`config.mk`:
```
export PLATFORM = sky130hd
export DESIGN_NAME = boss_bullet_array
export DESIGN_NICKNAME = d
export VERILOG_FILES = /design/src/rtl/boss_bullet_pkg.sv /design/src/rtl/bullet_slot.sv /design/src/rtl/boss_bullet_array.sv
export SDC_FILE = /design/constraint.sdc
export NUM_CORES = 1
export LEC_CHECK = 0
export ABC_CLOCK_PERIOD_IN_PS = 12890
export BUFFER_PORTS_ARGS = -buffer_cell sky130_fd_sc_hd__buf_4
export CAP_MARGIN = 15
export CORE_MARGIN = 5
export CORE_UTILIZATION = 60
export CTS_BUF_LIST = sky130_fd_sc_hd__clkbuf_4 sky130_fd_sc_hd__clkbuf_8
export DETAILED_ROUTE_END_ITERATION = 16
export PLACE_DENSITY = 0.8
export SETUP_SLACK_MARGIN = 0.02
export SLEW_MARGIN = 20
export SYNTH_ARGS = -nofsm -noshare
export SYNTH_HDL_FRONTEND = slang
export SYNTH_SLANG_ARGS = --single-unit
```
`constraint.sdc`:
```
create_clock -name clk22 -period 12.89 [get_ports clk22]
set_input_delay 2.578 -clock clk22 [delete_from_list [all_inputs] [get_ports clk22]]
set_output_delay 2.578 -clock clk22 [all_outputs]
set_load 0.01 [all_outputs]
```
`src/rtl/boss_bullet_pkg.sv`:
```
// Shared definitions for the boss bullet array: playfield limits, pattern
// select, per-slot state and the signed velocity type.
package boss_bullet_pkg;

    // Playfield limits; a bullet whose next position leaves this box exits.
    localparam int unsigned X_MIN = 8;
    localparam int unsigned X_MAX = 432;
    localparam int unsigned Y_MIN = 8;
    localparam int unsigned Y_MAX = 472;

    typedef enum logic [1:0] {
        ModeFan   = 2'd0,
        ModeAimed = 2'd1,
        ModeRain  = 2'd2,
        ModeRsvd  = 2'd3
    } mode_e;

    typedef enum logic {
        StIdle = 1'b0,
        StFly  = 1'b1
    } slot_state_e;

    typedef logic signed [5:0] vel_t;

endpackage

```
`src/rtl/bullet_slot.sv`:
```
// One bullet slot: IDLE/FLY state machine, position and velocity registers,
// hit detection against the player and playfield exit detection.
// Optional feature macro: BOSS_BULLET_BOUNCE_EN (x-exit reflects instead of retiring).
module bullet_slot
    import boss_bullet_pkg::*;
#(
    parameter int unsigned COORD_W = 10,
    parameter int unsigned HIT_R   = 11
) (
    input  logic               i_clk,
    input  logic               i_rst_n,
    input  logic               i_clear,
    input  logic               i_launch,
    input  vel_t               i_dx,
    input  vel_t               i_dy,
    input  logic [COORD_W-1:0] i_bossx,
    input  logic [COORD_W-1:0] i_bossy,
    input  logic [COORD_W-1:0] i_reimux,
    input  logic [COORD_W-1:0] i_reimuy,
    output logic               o_valid,
    output logic [COORD_W-1:0] o_x,
    output logic [COORD_W-1:0] o_y,
    output logic               o_hit
);

    localparam int unsigned W = COORD_W + 1;
    localparam logic signed [W-1:0] XLo  = $signed(W'(X_MIN));
    localparam logic signed [W-1:0] XHi  = $signed(W'(X_MAX));
    localparam logic signed [W-1:0] YLo  = $signed(W'(Y_MIN));
    localparam logic signed [W-1:0] YHi  = $signed(W'(Y_MAX));
    localparam logic [W-1:0]        HitR = W'(HIT_R);

    slot_state_e         r_state;
    slot_state_e         w_state_next;
    logic [COORD_W-1:0]  r_x;
    logic [COORD_W-1:0]  r_y;
    vel_t                r_dx;
    vel_t                r_dy;
    logic signed [W-1:0] w_nx;
    logic signed [W-1:0] w_ny;
    logic                w_hit;
    logic                w_xexit;
    logic                w_yexit;
    logic                w_retire;

    // Next position with one guard bit so leaving through zero reads as negative.
    assign w_nx = $signed({1'b0, r_x}) + W'(r_dx);
    assign w_ny = $signed({1'b0, r_y}) + W'(r_dy);

    // Overlap test only adds to either side, so nothing can underflow.
    assign w_hit = (r_state == StFly)
                && (({1'b0, r_x} + HitR) > {1'b0, i_reimux})
                && ({1'b0, r_x} < ({1'b0, i_reimux} + HitR))
                && (({1'b0, r_y} + HitR) > {1'b0, i_reimuy})
                && ({1'b0, r_y} < ({1'b0, i_reimuy} + HitR));

    assign w_xexit = (w_nx < XLo) || (w_nx > XHi);
    assign w_yexit = (w_ny < YLo) || (w_ny > YHi);

`ifdef BOSS_BULLET_BOUNCE_EN
    assign w_retire = w_hit || w_yexit;
`else
    assign w_retire = w_hit || w_yexit || w_xexit;
`endif

    // State register
    always_ff @(posedge i_clk or negedge i_rst_n) begin
        if (!i_rst_n) r_state <= StIdle;
        else          r_state <= w_state_next;
    end

    // Next-state: launch only from IDLE, so a retiring slot waits for the next volley
    always_comb begin
        w_state_next = r_state;
        if (i_clear) begin
            w_state_next = StIdle;
        end else begin
            case (r_state)
                StIdle:  if (i_launch) w_state_next = StFly;
                StFly:   if (w_retire) w_state_next = StIdle;
                default: w_state_next = StIdle;
            endcase
        end
    end

    // Position/velocity: load on launch, move while flying, park at the boss on retire
    always_ff @(posedge i_clk or negedge i_rst_n) begin
        if (!i_rst_n) begin
            r_x  <= '0;
            r_y  <= '0;
            r_dx <= '0;
            r_dy <= '0;
        end else if (!i_clear) begin
            if (r_state == StIdle) begin
                if (i_launch) begin
                    r_x  <= i_bossx;
                    r_y  <= i_bossy;
                    r_dx <= i_dx;
                    r_dy <= i_dy;
                end
            end else if (w_retire) begin
                r_x <= i_bossx;
                r_y <= i_bossy;
            end else begin
                r_y <= w_ny[COORD_W-1:0];
`ifdef BOSS_BULLET_BOUNCE_EN
                if (w_xexit) begin
                    r_x  <= (w_nx < XLo) ? XLo[COORD_W-1:0] : XHi[COORD_W-1:0];
                    r_dx <= -r_dx;
                end else begin
                    r_x <= w_nx[COORD_W-1:0];
                end
`else
                r_x <= w_nx[COORD_W-1:0];
`endif
            end
        end
    end

    // Outputs
    always_comb begin
        o_valid = (r_state == StFly);
        o_x     = r_x;
        o_y     = r_y;
        o_hit   = w_hit;
    end

endmodule

```
`src/rtl/boss_bullet_array.sv`:
```
// Boss bullet array: volley timer, per-pattern velocity generation, hit pulse
// and saturating hit counter around NUM_BULLETS bullet_slot instances.
// Optional feature macro: BOSS_BULLET_BOUNCE_EN (handled inside bullet_slot).
module boss_bullet_array
    import boss_bullet_pkg::*;
#(
    parameter int unsigned NUM_BULLETS = 8,
    parameter int unsigned COORD_W     = 10,
    parameter int unsigned FIRE_PERIOD = 32,
    parameter int unsigned HIT_R       = 11
) (
    input  logic                           clk22,
    input  logic                           rst_n,
    input  logic                           boss,
    input  logic                           gamestart,
    input  logic [1:0]                     mode,
    input  logic [COORD_W-1:0]             bossx,
    input  logic [COORD_W-1:0]             bossy,
    input  logic [COORD_W-1:0]             reimux,
    input  logic [COORD_W-1:0]             reimuy,
    output logic [NUM_BULLETS-1:0]         bullet_valid,
    output logic [NUM_BULLETS*COORD_W-1:0] bullet_x,
    output logic [NUM_BULLETS*COORD_W-1:0] bullet_y,
    output logic                           shot,
    output logic [7:0]                     hit_cnt
);

    localparam int unsigned TickW = (FIRE_PERIOD > 1) ? $clog2(FIRE_PERIOD) : 1;
    localparam logic [TickW-1:0] TickLast = TickW'(FIRE_PERIOD - 1);
    localparam int unsigned W = COORD_W + 1;
    localparam logic signed [W-1:0] AimMax = W'(8);
    localparam logic signed [W-1:0] AimMin = -AimMax;

    logic [TickW-1:0]       r_tick;
    logic                   r_shot;
    logic [7:0]             r_hit_cnt;
    logic                   w_clear;
    logic                   w_volley;
    logic                   w_any_hit;
    logic [NUM_BULLETS-1:0] w_hits;
    logic signed [W-1:0]    w_diff;
    logic signed [W-1:0]    w_aim;
    vel_t                   w_aim_dx;
    vel_t                   w_dx [NUM_BULLETS];
    vel_t                   w_dy [NUM_BULLETS];

    assign w_clear   = ~boss | gamestart;
    assign w_volley  = boss & ~gamestart & (r_tick == TickLast);
    assign w_any_hit = (|w_hits) & ~w_clear;

    // Volley timer wraps every FIRE_PERIOD cycles and holds at zero outside the boss phase
    always_ff @(posedge clk22 or negedge rst_n) begin
        if (!rst_n)                 r_tick <= '0;
        else if (w_clear)           r_tick <= '0;
        else if (r_tick == TickLast) r_tick <= '0;
        else                        r_tick <= r_tick + 1'b1;
    end

    // Aimed dx: horizontal offset to the player, floored /16, clamped to +/-8
    assign w_diff = $signed({1'b0, reimux}) - $signed({1'b0, bossx});
    assign w_aim  = w_diff >>> 4;

    always_comb begin
        w_aim_dx = vel_t'(w_aim);
        if (w_aim > AimMax)      w_aim_dx = vel_t'(AimMax);
        else if (w_aim < AimMin) w_aim_dx = vel_t'(AimMin);
    end

    // Per-slot launch velocity for the selected pattern; reserved mode fires a fan
    always_comb begin
        for (int i = 0; i < int'(NUM_BULLETS); i++) begin
            w_dx[i] = vel_t'(2 * i - (int'(NUM_BULLETS) - 1));
            w_dy[i] = vel_t'(4);
            case (mode_e'(mode))
                ModeAimed: begin
                    w_dx[i] = w_aim_dx;
                    w_dy[i] = vel_t'(5);
                end
                ModeRain: begin
                    w_dx[i] = '0;
                    w_dy[i] = vel_t'(6 + (i % 4));
                end
                default: ;
            endcase
        end
    end

    for (genvar g = 0; g < NUM_BULLETS; g++) begin : g_slot
        bullet_slot #(
            .COORD_W (COORD_W),
            .HIT_R   (HIT_R)
        ) u_slot (
            .i_clk    (clk22),
            .i_rst_n  (rst_n),
            .i_clear  (w_clear),
            .i_launch (w_volley),
            .i_dx     (w_dx[g]),
            .i_dy     (w_dy[g]),
            .i_bossx  (bossx),
            .i_bossy  (bossy),
            .i_reimux (reimux),
            .i_reimuy (reimuy),
            .o_valid  (bullet_valid[g]),
            .o_x      (bullet_x[g*COORD_W +: COORD_W]),
            .o_y      (bullet_y[g*COORD_W +: COORD_W]),
            .o_hit    (w_hits[g])
        );
    end

    // Any number of same-cycle hits yields one shot pulse and one count
    always_ff @(posedge clk22 or negedge rst_n) begin
        if (!rst_n) begin
            r_shot    <= 1'b0;
            r_hit_cnt <= '0;
        end else begin
            r_shot <= w_any_hit;
            if (gamestart)                           r_hit_cnt <= '0;
            else if (w_any_hit && r_hit_cnt != 8'hFF) r_hit_cnt <= r_hit_cnt + 8'd1;
        end
    end

    assign shot    = r_shot;
    assign hit_cnt = r_hit_cnt;

endmodule

```
==> impl_metrics.json, run 1 <==
{
  "status": "completed",
  "grtUsageTotal_pct": 36.8,
  "endpoint_kind": "register",
  "diodes": 0,
  "ys_seq_area_share_pct": 22.2,
  "finalPower_uw": 2010,
  "hold_viol": 0,
  "regArea_sq_um": 6360,
  "layout-drive-gt1-share_pct": 11.9,
  "m1WireLength_microns": 40800,
  "route.met2.wl_microns": 42100,
  "setup_ws_ns": 5.84,
  "grt_overflow": 0,
  "antenna_found_initial": 0,
  "whs_path_depth": 1,
  "maxSlewHeadroom_pct": 13.5,
  "die_h_microns": 229,
  "max_slew.worst_pin.slew_ns": 1.26,
  "slowest_delay_ns": 0.76,
  "critPathKind": "input port to register",
  "routed_wl_microns": 101000,
  "rsz0062_at_grt": "false",
  "postSynthCellCount": 3438,
  "dr.pass1.iters": 6,
  "ys.flop_type": "dfrtp_1",
  "crit_path_frequent_cell": "buf_4",
  "drv_slew": 0,
  "grt_pass1_wl_microns": 153000,
  "pre_cts_slack_ns": 5.26,
  "path_buf_inv": 4,
  "critPathTopFamily": "simple AND/OR/NAND/NOR gates",
  "drv_cap": 0,
  "regToRegSetupSlack_ns": 7.34,
  "clkTransAtPathRegs_ns": 0.06,
  "ctsResizeCount": 0,
  "setup_viol": 0,
  "crit_required_ns": 13.41,
  "ys_ff_latch": 254,
  "final.fill_count": 4070,
  "fin_nets": 4138,
  "area_delta_synth_final_pct": 11.0,
  "synth_area_leaders": "dfrtp_1, ha_1, xnor2_1",
  "syn_nets": 3958,
  "drt-initial-drc-count": 3483,
  "cp.depth": 19,
  "cp_slowest_cell": "nand4_1",
  "syn_avg_cell_area_sq_um": 8.34,
  "drc": 0,
  "route.met3.wl_microns": 11300,
  "htree_levels": 2,
  "grt_pass1_vias": 26096,
  "placed_area_sq_um": 30900,
  "cts_made_buffers": 47,
  "cts_root_buffer": "clkbuf_8",
  "cts_tree": "built",
  "max-vdd-ir-drop_mv": 0.0506,
  "fp.dieW_microns": 229,
  "post-route-period-util_pct": 54.7,
  "min_period_ns": 7.05,
  "core_sq_um": 47500,
  "ys_warn_count": 0,
  "hold_class": "register to register",
  "viasPerCell": 6.69,
  "fin_worst_skew_ns": 0.0231,
  "start_util_pct": 60.3,
  "vias": 28529,
  "port_buffers": 222,
  "synth.top_cell.area_share_pct": 22.2,
  "ctsHoldBuffers": 0,
  "setup_tns_ns": 0,
  "grt_max_degree": 162,
  "stdcell_area_sq_um": 31800,
  "synth_top_cell_by_area": "dfrtp_1",
  "arrival_ns": 7.57,
  "synthesis.area_sq_um": 28700,
  "max-clock-path-buffers": 3,
  "multiInputGateArea_sq_um": 21100,
  "routabilityCongestion": 1.01,
  "dieArea_sq_um": 52300,
  "path_max_fanout": 15,
  "cts_setup_buffers": 0,
  "r2r_cells": 16,
  "power_density_nw_per_um2": 63.0,
  "boundaryPins": 223,
  "synth-edff-count": 0,
  "postRouteAntennaNets": 0,
  "top_layer": "met4",
  "async_reset_ff_share_pct": 100,
  "path_cells": "buf_4 -> inv_1 -> ha_1 -> nor2b_1 -> nor2_1 -> or3_1 -> xnor2_1 -> buf_4 -> ha_1 -> o21a_1 -> o2111ai_1 -> a31oi_1 -> a2bb2oi_1 -> a211oi_1 -> a211oi_1 -> nand4_1 -> buf_4 -> and3_1 -> a211o_1",
  "startpoint_type": "input port",
  "synth_cell_types": 96,
  "rows": 80,
  "clock-sinks": 254,
  "p_leak_uw": 0.0155,
  "synthTopCellsByCount": "ha_1, nand2_1, dfrtp_1",
  "fmax_mhz": 142,
  "wire_per_inst_microns": 23.6,
  "final_util_pct": 67.0,
  "hpwlAfterDp_microns": 75100,
  "clk-insertion-delay-late_ns": 0.64,
  "synth_most_common_cell": "ha_1"
}
==> logic make-up after synthesis <==
kind of cell | after synthesis | synth area share, %
AOI/OAI and AO/OA | 968 | 22.6
and+or+nand+nor | 1093 | 19.1
buffers and inverters | 316 | 4.47
adders and majority gates | 475 | 21.0
DFF | 254 | 22.2
muxes | 119 | 4.23
xor gates and xnor gates | 213 | 6.50
==> state kept, by name (all words and copies together), names as in the netlist <==
name,cells
hit_cnt,8
g_slot.u_slot.r_dx,48
g_slot.u_slot.o_y,80
g_slot.u_slot.o_x,80
g_slot.u_slot.o_valid,8
shot,1
r_tick,5
g_slot.u_slot.r_dy,24
==> where the power goes <==
group | switching, uW | internal (uW) | total (uW)
Combinational | 233 | 132 | 365
Sequential | 23.0 | 804 | 827
Clock | 380 | 436 | 816
==> per-layer routing <==
metal,vias up,GRT usage [%]
li1,13195,-
met2,1578,54.4
met1,13424,50.7
met3,332,7.68
met5,-,0
met4,0,19.2
==> final timing paths <==
check	from	to
min in group asynchronous	rst_n	g_slot[3].u_slot.o_x[5]$_DFFE_PN0P_
setup reg to reg	g_slot[7].u_slot.o_y[1]$_DFFE_PN0P_	g_slot[7].u_slot.o_y[7]$_DFFE_PN0P_
setup / recovery	reimuy[0]	g_slot[6].u_slot.o_y[7]$_DFFE_PN0P_
hold / removal	g_slot[4].u_slot.r_dy[2]$_DFFE_PN0P_	g_slot[4].u_slot.r_dy[2]$_DFFE_PN0P_
max in group asynchronous	rst_n	g_slot[4].u_slot.o_y[6]$_DFFE_PN0P_
hold reg to reg	g_slot[4].u_slot.r_dy[2]$_DFFE_PN0P_	g_slot[4].u_slot.r_dy[2]$_DFFE_PN0P_
==> per-stage QoR <==
step                instances  hold WS (ns)
finish                   4263         0.474
floorplan                3438         0.439
global route             4263         0.504
global placement         4183         0.455
detailed placement       4183         0.460
CTS                      4262         0.478
==> worst reg2reg max path, stage by stage (launching register included) <==
cell and delay [ns]:
dfrtp_1 0.55, inv_1 0.09, ha_1 0.22, nor2b_1 0.17, o21ai_1 0.14, xnor2_1 0.18
ha_1 0.32, nand4_1 0.13, a21oi_1 0.05, o31a_1 0.27, a2111oi_0 0.93, nor4_1 0.22
or4_1 0.65, nor4b_4 0.79, buf_4 0.39, mux2i_1 0.22, a2bb2oi_1 0.08
==> final cells by class <==
type	instances	area share, %
multi-input combinational	2868	66.3
sequential	254	20.0
timing repair buffer	264	6.30
clock buffer	72	2.80
tap	615	2.42
inverter	183	2.16
clock inverter	7	0.110
==> placed cells by master (no fill, tap or decap), drive strengths merged, types with 46 or more instances in the layout <==
| cell type | instances |
|---|---|
| a211oi | 49 |
| a21o | 51 |
| a21oi | 200 |
| buf | 264 |
| clkbuf | 72 |
| dfrtp | 254 |
| ha | 462 |
| inv | 183 |
| mux2i | 101 |
| nand2 | 334 |
| nand3 | 131 |
| nand4 | 54 |
| nor2 | 205 |
| nor2b | 51 |
| nor3 | 63 |
| o211ai | 46 |
| o21a | 48 |
| o21ai | 243 |
| xnor2 | 153 |
| xor2 | 60 |
No activity file was read; power rests on OpenSTA's default activity.
==> run 2: changes to the inputs <==
--- a/config.mk
+++ b/config.mk
@@ -5,7 +5,7 @@
 export SDC_FILE = /design/constraint.sdc
 export NUM_CORES = 1
 export LEC_CHECK = 0
-export ABC_CLOCK_PERIOD_IN_PS = 12890
+export ABC_CLOCK_PERIOD_IN_PS = 7200
 export BUFFER_PORTS_ARGS = -buffer_cell sky130_fd_sc_hd__buf_4
 export CAP_MARGIN = 15
 export CORE_MARGIN = 5
==> constraint.sdc (replaced) <==
create_clock -name clk22 -period 7.2 [get_ports clk22]
set_input_delay 1.44 -clock clk22 [delete_from_list [all_inputs] [get_ports clk22]]
set_output_delay 1.44 -clock clk22 [all_outputs]
set_load 0.01 [all_outputs]
==> run 2 against run 1 <==
Against the previous run: clock skew is 0.012 ns higher; combinational power grew 77%; clock-buffer cell count unchanged; core utilization rose by 0.42 points; global-route usage is 0.33 points higher; critical path type unchanged; largest cell class unchanged.
==> impl_metrics.json, run 2 (synthesis gave the netlist of run 1 again) <==
{
  "status": "completed",
  "grtUsageTotal_pct": 37.1,
  "dp_cells": 4193,
  "antenna_found_initial": 4,
  "cts_tree": "built",
  "clkTransAtPathRegs_ns": 0.06,
  "hp-start": "g_slot[0].u_slot.r_dy[2]$_DFFE_PN0P_",
  "cts_setup_buffers": 0,
  "use_met1_pct": 49.5,
  "arrival_ns": 6.34,
  "port_buffers": 222,
  "crit_required_ns": 7.77,
  "whs_path_depth": 1,
  "p_seq_share_pct": 39.8,
  "wire_per_inst_microns": 23.8,
  "rows": 80,
  "hold_class": "register to register",
  "drt-initial-drc-count": 3294,
  "layout-drive-gt1-share_pct": 12.3,
  "clock_power_share_pct": 42.8,
  "regArea_sq_um": 6360,
  "critPathLaunch": "reimuy[0]",
  "endpoint_kind": "register",
  "fin_worst_skew_ns": 0.0350,
  "max-clock-path-buffers": 3,
  "routabilityCongestion": 1.01,
  "vias": 28826,
  "die_h_microns": 229,
  "dieArea_sq_um": 52300,
  "gr-usage-met3_pct": 8.37,
  "htree_levels": 2,
  "busiest_layer": "met2",
  "r2r_cells": 17,
  "post-route-period-util_pct": 80.2,
  "boundaryPins": 223,
  "critPathKind": "input port to register",
  "max-vdd-ir-drop_mv": 0.102,
  "drc": 0,
  "path_max_fanout": 13,
  "drv_cap": 0,
  "grt_overflow": 0,
  "setup_tns_ns": 0,
  "ctsHoldBuffers": 0,
  "power_density_nw_per_um2": 116,
  "grt_pass1_vias": 26442,
  "drv_slew": 0,
  "rsz0062_at_grt": "false",
  "cts_made_buffers": 49,
  "setup_viol": 0,
  "switchingPower_uw": 1170,
  "grt_max_degree": 162,
  "postRouteAntennaNets": 0,
  "p_leak_uw": 0.0156,
  "maxSlewHeadroom_pct": 25.1,
  "layout.cells.non_filler": 4282,
  "finalPower_uw": 3720,
  "pwr-share-comb_pct": 17.4,
  "startpoint_type": "input port",
  "routed_wl_microns": 102000,
  "final_cell_mix": "ha_1, nand2_1, buf_4, dfrtp_1, o21ai_0",
  "start_util_pct": 60.3,
  "ctsResizeCount": 0,
  "grt_pass1_wl_microns": 154000,
  "max_slew.worst_pin.slew_ns": 1.09,
  "regToRegSetupSlack_ns": 2.27,
  "clk-insertion-delay-late_ns": 0.68,
  "internal-power_uw": 2550,
  "viasPerCell": 6.73,
  "dr.pass1.iters": 8,
  "layout_commonest_cell": "ha_1",
  "hold_viol": 0,
  "min_period_ns": 5.77,
  "clock-sinks": 254,
  "final.fill_count": 3999,
  "cts_root_buffer": "clkbuf_8",
  "fin_nets": 4149,
  "multiInputGateArea_sq_um": 21100,
  "r2r_start": "g_slot[7].u_slot.o_x[1]$_DFFE_PN0P_",
  "fmax_mhz": 173,
  "hpwlAfterDp_microns": 75900,
  "grt_util_met2_pct": 56.3,
  "fp.dieW_microns": 229,
  "area_delta_synth_final_pct": 11.7,
  "core_sq_um": 47500,
  "switching_share_pct": 31.5
}
[run 2: cell count changes in the layout (fill, tap and decap cells not counted), sizes merged]
cell	delta
diode	+5
buf	+9
bufinv	+1
clkinv	+4
[run 2: power by group through the flow]
stage                     logic, uW  registers, uW  clock network (uW)
after floorplan                 359           1490                   0
after global placement          610           1500                   0
after detailed placement        622           1500                   0
after CTS                       626           1480                1600
after global routing            700           1480                1670
final                           646           1480                1590
[run 2: cell type report]
type,instances,share of cell area (%)
multi-input cells,2868,65.9
flip-flops and latches,254,19.8
repair buffers,273,6.46
clock buffers,72,2.96
well taps,615,2.40
inverters,183,2.14
clock inverters,12,0.266
diodes,5,0.0391
[run 2: final timing paths]
path	endpoint
max	hit_cnt[7]$_DFFE_PN0P_
min	g_slot[0].u_slot.r_dy[2]$_DFFE_PN0P_
max reg2reg	g_slot[7].u_slot.o_x[1]$_DFFE_PN0P_
min reg2reg	g_slot[0].u_slot.r_dy[2]$_DFFE_PN0P_
max in group asynchronous	g_slot[4].u_slot.o_y[3]$_DFFE_PN0P_
min in group asynchronous	g_slot[3].u_slot.o_x[4]$_DFFE_PN0P_
[run 2: per-stage QoR]
step | hold WS, ns | util (%) | worst slack, ns | instance area, sq um
2_1_floorplan | 0.439 | - | 2.08 | 28700
3_3_place_gp | 0.454 | 65.1 | 0.881 | 31000
3_5_place_dp | 0.471 | 65.1 | 0.591 | 31000
4_1_cts | 0.482 | 67.3 | 1.30 | 32000
5_1_grt | 0.494 | 67.4 | 1.21 | 32000
6_report | 0.484 | 67.4 | 1.43 | 32000
[run 2: worst max-delay path: stages]
cell and delay, ns:
buf_4 0.18, inv_1 0.28, a21oi_1 0.28, o21ai_0 0.16, nor3_1 0.27, nand3_1 0.19, xnor2_2 0.60, ha_1 0.38
o2111ai_1 0.11, a211oi_1 0.06, or4_1 0.59, nor3_1 0.47, buf_4 0.24, a211oi_1 0.05, nand4bb_1 0.60, a31oi_1 0.17
a311oi_1 0.26
[run 2: layer usage]
layer | up-vias | share of wire (%) | wire (microns)
li1 | 13210 | - | -
met1 | 13537 | 40 | 40700
met2 | 1683 | 42 | 42900
met3 | 394 | 11 | 11500
met4 | 2 | 6.5 | 6620
met5 | - | 0.013 | 13
